$ cat src/rtl/dac_spi_rx_if.sv
// Serial link and frame-report bundle between a DAC SPI master (or bench) and dac_spi_rx.
// The receiver uses the slave modport; whoever drives sync/sclk/sdi uses master.
interface dac_spi_rx_if #(
    parameter int DATA_WIDTH = 24,
    parameter int CODE_WIDTH = 16,
    parameter int CNT_WIDTH  = 16
);
    logic                             sync_i;
    logic                             sclk_i;
    logic                             sdi_i;
    logic [CODE_WIDTH-1:0]            code_o;
    logic [DATA_WIDTH-CODE_WIDTH-1:0] cmd_o;
    logic                             valid_o;
    logic                             err_o;
    logic                             busy_o;
    logic [CNT_WIDTH-1:0]             frame_cnt_o;

    modport master (
        output sync_i, sclk_i, sdi_i,
        input  code_o, cmd_o, valid_o, err_o, busy_o, frame_cnt_o
    );

    modport slave (
        input  sync_i, sclk_i, sdi_i,
        output code_o, cmd_o, valid_o, err_o, busy_o, frame_cnt_o
    );
endinterface

$ cat src/rtl/dac_spi_rx.sv
// SPI frame receiver for the DAC link: oversamples sync/sclk/sdi on clk_i, rebuilds
// MSB-first frames and reports code/cmd of good frames, or an error pulse for bad ones.
module dac_spi_rx #(
    parameter int DATA_WIDTH  = 24,
    parameter int CODE_WIDTH  = 16,
    parameter int SYNC_STAGES = 2,
    parameter int CNT_WIDTH   = 16
) (
    input  logic         clk_i,
    input  logic         rst_i,
    dac_spi_rx_if.slave  bus
);
    localparam int CMD_WIDTH = DATA_WIDTH - CODE_WIDTH;
    localparam int BIT_CNT_W = $clog2(DATA_WIDTH + 1);
    localparam int FLUSH_W   = $clog2(SYNC_STAGES + 1);

    typedef enum logic [1:0] {
        ST_WAIT_IDLE,
        ST_IDLE,
        ST_SHIFT,
        ST_CLOSE
    } state_t;

    // Synchronizer lanes per stage: {sync, sclk, sdi}
    logic [SYNC_STAGES-1:0][2:0] pipe_q, pipe_d;
    logic [1:0]                  edge_q, edge_d;

    state_t                 state_q, state_d;
    logic [DATA_WIDTH-1:0]  shift_q, shift_d;
    logic [BIT_CNT_W-1:0]   bit_cnt_q, bit_cnt_d;
    logic                   ovf_q, ovf_d;
    logic [FLUSH_W-1:0]     flush_q, flush_d;
    logic [CODE_WIDTH-1:0]  code_q, code_d;
    logic [CMD_WIDTH-1:0]   cmd_q, cmd_d;
    logic                   valid_q, valid_d;
    logic                   err_q, err_d;
    logic [CNT_WIDTH-1:0]   frame_cnt_q, frame_cnt_d;

    logic sync_s, sclk_s, sdi_s;
    logic sync_fall, sync_rise, sclk_fall;

    always_comb begin
        pipe_d    = pipe_q;
        pipe_d[0] = {bus.sync_i, bus.sclk_i, bus.sdi_i};
        for (int i = 1; i < SYNC_STAGES; i++) begin
            pipe_d[i] = pipe_q[i-1];
        end
    end

    assign sync_s    = pipe_q[SYNC_STAGES-1][2];
    assign sclk_s    = pipe_q[SYNC_STAGES-1][1];
    assign sdi_s     = pipe_q[SYNC_STAGES-1][0];
    assign edge_d    = {sync_s, sclk_s};
    assign sync_fall = edge_q[1] & ~sync_s;
    assign sync_rise = ~edge_q[1] & sync_s;
    assign sclk_fall = edge_q[0] & ~sclk_s;

    always_comb begin
        state_d     = state_q;
        shift_d     = shift_q;
        bit_cnt_d   = bit_cnt_q;
        ovf_d       = ovf_q;
        flush_d     = flush_q;
        code_d      = code_q;
        cmd_d       = cmd_q;
        valid_d     = 1'b0;
        err_d       = 1'b0;
        frame_cnt_d = frame_cnt_q;

        case (state_q)
            // The synchronizer is preset to idle after reset, so its stale ones must be
            // flushed out before trusting sync as high; otherwise a frame still in flight
            // at reset release would look like a fresh sync fall.
            ST_WAIT_IDLE: begin
                if (sync_s) begin
                    if (flush_q == FLUSH_W'(SYNC_STAGES)) begin
                        state_d = ST_IDLE;
                    end else begin
                        flush_d = flush_q + FLUSH_W'(1);
                    end
                end else begin
                    flush_d = '0;
                end
            end
            ST_IDLE: begin
                if (sync_fall) begin
                    bit_cnt_d = '0;
                    ovf_d     = 1'b0;
                    state_d   = ST_SHIFT;
                end
            end
            ST_SHIFT: begin
                if (sclk_fall && !sync_s) begin
                    if (bit_cnt_q == BIT_CNT_W'(DATA_WIDTH)) begin
                        ovf_d = 1'b1;
                    end else begin
                        shift_d   = {shift_q[DATA_WIDTH-2:0], sdi_s};
                        bit_cnt_d = bit_cnt_q + BIT_CNT_W'(1);
                    end
                end
                if (sync_rise) begin
                    state_d = ST_CLOSE;
                end
            end
            ST_CLOSE: begin
                if (bit_cnt_q == BIT_CNT_W'(DATA_WIDTH) && !ovf_q) begin
                    code_d      = shift_q[CODE_WIDTH-1:0];
                    cmd_d       = shift_q[DATA_WIDTH-1:CODE_WIDTH];
                    valid_d     = 1'b1;
                    frame_cnt_d = frame_cnt_q + CNT_WIDTH'(1);
                end else begin
                    err_d = 1'b1;
                end
                state_d = ST_IDLE;
            end
            default: state_d = ST_WAIT_IDLE;
        endcase
    end

    always_ff @(posedge clk_i) begin
        if (rst_i) begin
            pipe_q      <= '1;
            edge_q      <= '1;
            state_q     <= ST_WAIT_IDLE;
            shift_q     <= '0;
            bit_cnt_q   <= '0;
            ovf_q       <= 1'b0;
            flush_q     <= '0;
            code_q      <= '0;
            cmd_q       <= '0;
            valid_q     <= 1'b0;
            err_q       <= 1'b0;
            frame_cnt_q <= '0;
        end else begin
            pipe_q      <= pipe_d;
            edge_q      <= edge_d;
            state_q     <= state_d;
            shift_q     <= shift_d;
            bit_cnt_q   <= bit_cnt_d;
            ovf_q       <= ovf_d;
            flush_q     <= flush_d;
            code_q      <= code_d;
            cmd_q       <= cmd_d;
            valid_q     <= valid_d;
            err_q       <= err_d;
            frame_cnt_q <= frame_cnt_d;
        end
    end

    assign bus.code_o      = code_q;
    assign bus.cmd_o       = cmd_q;
    assign bus.valid_o     = valid_q;
    assign bus.err_o       = err_q;
    assign bus.busy_o      = (state_q == ST_SHIFT);
    assign bus.frame_cnt_o = frame_cnt_q;
endmodule

$ cat src/flat_wrapper.sv
// flat-port wrapper written by rule: the top's interface ports become plain ports
module dac_spi_rx_flat 
#(
    parameter int DATA_WIDTH  = 24,
    parameter int CODE_WIDTH  = 16,
    parameter int SYNC_STAGES = 2,
    parameter int CNT_WIDTH   = 16
)
  (clk_i, rst_i, bus_sync_i, bus_sclk_i, bus_sdi_i, bus_code_o, bus_cmd_o, bus_valid_o, bus_err_o, bus_busy_o, bus_frame_cnt_o);
  dac_spi_rx_if #(.DATA_WIDTH(DATA_WIDTH), .CODE_WIDTH(CODE_WIDTH), .CNT_WIDTH(CNT_WIDTH)) bus_i ();
  input  logic clk_i;
  input  logic rst_i;
  input wire logic [$bits(bus_i.sync_i)-1:0] bus_sync_i;
  input wire logic [$bits(bus_i.sclk_i)-1:0] bus_sclk_i;
  input wire logic [$bits(bus_i.sdi_i)-1:0] bus_sdi_i;
  output wire logic [$bits(bus_i.code_o)-1:0] bus_code_o;
  output wire logic [$bits(bus_i.cmd_o)-1:0] bus_cmd_o;
  output wire logic [$bits(bus_i.valid_o)-1:0] bus_valid_o;
  output wire logic [$bits(bus_i.err_o)-1:0] bus_err_o;
  output wire logic [$bits(bus_i.busy_o)-1:0] bus_busy_o;
  output wire logic [$bits(bus_i.frame_cnt_o)-1:0] bus_frame_cnt_o;
  assign bus_i.sync_i = bus_sync_i;
  assign bus_i.sclk_i = bus_sclk_i;
  assign bus_i.sdi_i = bus_sdi_i;
  assign bus_code_o = bus_i.code_o;
  assign bus_cmd_o = bus_i.cmd_o;
  assign bus_valid_o = bus_i.valid_o;
  assign bus_err_o = bus_i.err_o;
  assign bus_busy_o = bus_i.busy_o;
  assign bus_frame_cnt_o = bus_i.frame_cnt_o;
  dac_spi_rx #(.DATA_WIDTH(DATA_WIDTH), .CODE_WIDTH(CODE_WIDTH), .SYNC_STAGES(SYNC_STAGES), .CNT_WIDTH(CNT_WIDTH)) u_core (.clk_i(clk_i), .rst_i(rst_i), .bus(bus_i));
endmodule
$ cat config.mk
export PLATFORM = sky130hd
export DESIGN_NAME = dac_spi_rx_flat
export DESIGN_NICKNAME = d
export VERILOG_FILES = /design/src/rtl/dac_spi_rx_if.sv /design/src/rtl/dac_spi_rx.sv /design/src/flat_wrapper.sv
export SDC_FILE = /design/constraint.sdc
export NUM_CORES = 1
export LEC_CHECK = 0
export ABC_AREA = 1
export BUFFER_PORTS_ARGS = -buffer_cell sky130_fd_sc_hd__buf_2
export CAP_MARGIN = 20
export CORE_ASPECT_RATIO = 0.5
export CORE_MARGIN = 10
export CORE_UTILIZATION = 38
export DETAILED_ROUTE_END_ITERATION = 6
export HOLD_SLACK_MARGIN = 0.06
export PLACE_DENSITY = 0.65
export SYNTH_ARGS = -nofsm -noshare
export SYNTH_HDL_FRONTEND = slang
export SYNTH_SLANG_ARGS = --single-unit
$ cat constraint.sdc
create_clock -name clk_i -period 1.3 [get_ports clk_i]
set_input_delay 0.065 -clock clk_i [delete_from_list [all_inputs] [get_ports clk_i]]
set_output_delay 0.065 -clock clk_i [all_outputs]
set_load 0.01 [all_outputs]
==> reports/metrics.csv <==
stage;metric;value;unit
run_status;status;complete, but fails checks;
run_status;violations;setup timing;
yosys;synth_edf_count;0;
pwr;p_per_area;1250;nW/um^2
yosys;synth_top_area_cell;dfxtp_1;
worst_hold_path;min_from;rst_i;
pwr;vdd_drop_max;0.617;mV
die;ios;48;
sta;period_needed;1.46;ns
yosys;yosys-top-cells-area;dfxtp_1, nand2_1, a21oi_1;
finish;nets;571;
job;cap_violations;0;
clock_tree;max-clock-path-buffers;2;
clock_tree;numCtsBuffers;9;
die;chipHeight;88.8;um
finish;area_growth;41.4;%
yosys;synth_flop_cell;dfxtp_1;
critical_path;timing.rr.end;u_core.shift_q[18];
worst_hold_path;min_to;u_core.pipe_d[5];
clock_tree;clock_latency;0.34;ns
place;pre_cts_ws;-0.101;ns
yosys;syn_nets;485;
finish;layout-drive-gt1-share;40.7;%
place;dp_cells;647;
worst_hold_path;min_path_type;in2reg;
yosys;ys_ff_latch;84;
yosys;yosysUniqueCellTypes;32;
sta;final_max_slew_viol_count;0;
finish;stdcell_count;680;
critical_path;crit_arrival;1.72;ns
sta;holdWs;0.0284;ns
sta;relSlewSlack;77.9;%
clock_tree;numClockSinks;84;
yosys;synthCells;472;
sta;clock_skew;0.00566;ns
clock_tree;hold_buffers;7;
global_route;grt_pass1_vias;3000;
global_route;grt_usage;12.2;%
drt;ant_nets;0;
die;start_util;40.2;%
die;fp-row-count;24;
critical_path;end_kind;flip-flop;
drt;drcViolationCount;0;
critical_path;rrSetupSlack;-0.16;ns
drt;first_iter_violations;153;
clock_tree;clk_pin_slew;0.06;ns
sta;finalCritPeriodShare;112;%
global_route;grt_overflow;0;
yosys;yosys_warnings;0;
yosys;ys_top_cells_by_count;nand2_1, dfxtp_1, a21oi_1;
place;gp_congestion;0.852;
sta;worst_pin_slew;0.329;ns
worst_hold_path;holdPathStages;2;
place;numPortBuffers;47;
finish;diodes;0;
yosys;syn-cell-area;3600;um^2
global_route;grt_pass1_wl;14.1;mm
critical_path;start_kind;flip-flop;
drt;avgViaCountPerCell;4.83;
drt;routed_wl;9.08;mm
drt;num_vias;3283;
global_route;antenna_found_initial;0;
clock_tree;root_buffer;clkbuf_16;
critical_path;criticalPathCategory;reg2reg;
sta;setup_viol;68;
clock_tree;cts_max_level;3;
yosys;syn_area_per_cell;7.63;um^2
critical_path;r2r_start;u_core.bit_cnt_q[0];
yosys;yosysSeqAreaShare;46.7;%
drt;drt_pass1_iterations;4;
finish;fillers;780;
critical_path;r2r_cells;9;
critical_path;crit_fanout;13;
sta;rsz0062_at_grt;yes;
pwr;leakage;2.04;nW
place;dpl.hpwl;5.53;mm
die;coreArea;8950;um^2
yosys;synth-async-reset-ratio;0;%
die;die_w;158;um
critical_path;required;1.56;ns
sta;clock.fmax;686;MHz
global_route;grt_max_degree;57;
yosys;netlist.area_leader.share;46.7;%
drt;routedWlPerCell;13.4;um
die;dieArea;14000;um^2
clock_tree;cts_tree;built;
sta;setup_slack;-0.157;ns
yosys;synth_most_common_cell;nand2_1;
sta;hold_violations;0;
-- repair_timing --
action | 4_1_cts | 5_1_grt
pin swaps | 2 | 22
endpoints found under the setup margin | 71 | 79
gates cloned | 0 | 5
hold endpoints to repair | 6 | 3
setup buffers | 3 | 5
gates resized for setup | 19 | 93
-- cell usage in the layout (no fill, tap or decap), types with 6 or more instances in the layout --
cell	Yosys	final
nor2_1	37	30
nand2_1	134	106
clkbuf_16	0	12
nand3_1	47	34
nor2_4	2	6
buf_12	0	7
nand3_2	2	13
or2_2	6	6
buf_4	4	28
nor2_2	3	6
buf_2	3	46
dfxtp_1	84	77
buf_6	6	9
nand2_2	2	23
a21oi_2	2	27
nand2_4	1	7
inv_1	37	31
a21oi_1	60	35
inv_2	2	8
-- worst max-delay path by stage --
stage	endpoint	depth (start not counted)	slack, ns	from
6_report	u_core.shift_q[18]	9	-0.16	u_core.bit_cnt_q[0]
5_1_grt	u_core.bus.frame_cnt_o[7]	9	-0.21	u_core.bit_cnt_q[0]
4_1_cts	u_core.shift_q[2]	9	-0.09	u_core.bit_cnt_q[0]
3_5_place_dp	u_core.bit_cnt_q[0]	8	-0.10	u_core.state_q[1]
3_3_place_gp	u_core.bit_cnt_q[0]	9	-0.09	u_core.bit_cnt_q[0]
2_1_floorplan	u_core.bus.frame_cnt_o[11]	10	-0.05	u_core.bit_cnt_q[1]
-- layout make-up --
class / instances / area [um^2] / share of cell area [%]
Multi-Input combinational cell: 327 / 2010 / 39.6
Sequential cell: 84 / 1700 / 33.4
Timing Repair Buffer: 97 / 797 / 15.7
Clock buffer: 9 / 225 / 4.43
Inverter: 39 / 146 / 2.88
Tap cell: 117 / 146 / 2.88
Clock inverter: 7 / 58.8 / 1.16
-- critical path, stage by stage (launching register included) --
cell,delay (ns)
dfxtp_2,0.33
inv_2,0.05
ha_4,0.15
nand2_4,0.08
nor2_8,0.05
buf_6,0.13
nor2_8,0.16
clkbuf_16,0.20
nand3_1,0.07
a21oi_1,0.16
-- power breakdown --
part	switching (mW)	internal, mW	total (mW)
clock	1.10	1.32	2.43
sequential	0.0666	2.67	2.73
combinational	0.657	0.530	1.19
total	1.83	4.52	6.35
-- routing by layer --
metal | track usage, % | share of wire (%)
met5 | 0 | 0
met4 | 3.63 | 1.2
met3 | 4.46 | 5.2
met2 | 19.9 | 46
met1 | 14.8 | 48
-- through the flow --
| step | utilization, % | power (mW) | TNS (ns) | cell area [um^2] |
|---|---|---|---|---|
| after floorplan | - | 3.37 | -0.124 | 3670 |
| after global placement | 46.8 | 3.66 | -2.00 | 4190 |
| after detailed placement | 46.8 | 3.68 | -3.34 | 4190 |
| after CTS | 51.8 | 6.23 | -3.49 | 4630 |
| after global routing | 56.9 | 6.64 | -11.32 | 5090 |
| final | 56.9 | 6.35 | -6.21 | 5090 |
-- state kept, by name (all words and copies together), names as in the netlist --
signal	cells
u_core.shift_q	24
u_core.bus.code_o	16
u_core.bus.frame_cnt_o	16
u_core.bus.cmd_o	8
u_core.bit_cnt_q	5
u_core.pipe_d	3
u_core.edge_d	2
u_core.edge_q	2
u_core.flush_q	2
u_core.state_q	2
u_core.bus.err_o	1
u_core.bus.valid_o	1
u_core.ovf_q	1
u_core.pipe_q	1
-- logic make-up (layout without fill, tap and decap cells) --
logic type	Yosys count	count (layout)	synth area share, %
AND/OR/NAND/NOR	243	244	30.5
adder cells (fa/ha/maj)	8	8	2.78
AO/OA/AOI/OAI	72	72	10.4
XOR/XNOR	3	3	0.730
buffers and inverters	62	152	8.86
flip-flops	84	84	46.7
Note: power is estimated with default switching activity, not from simulation.
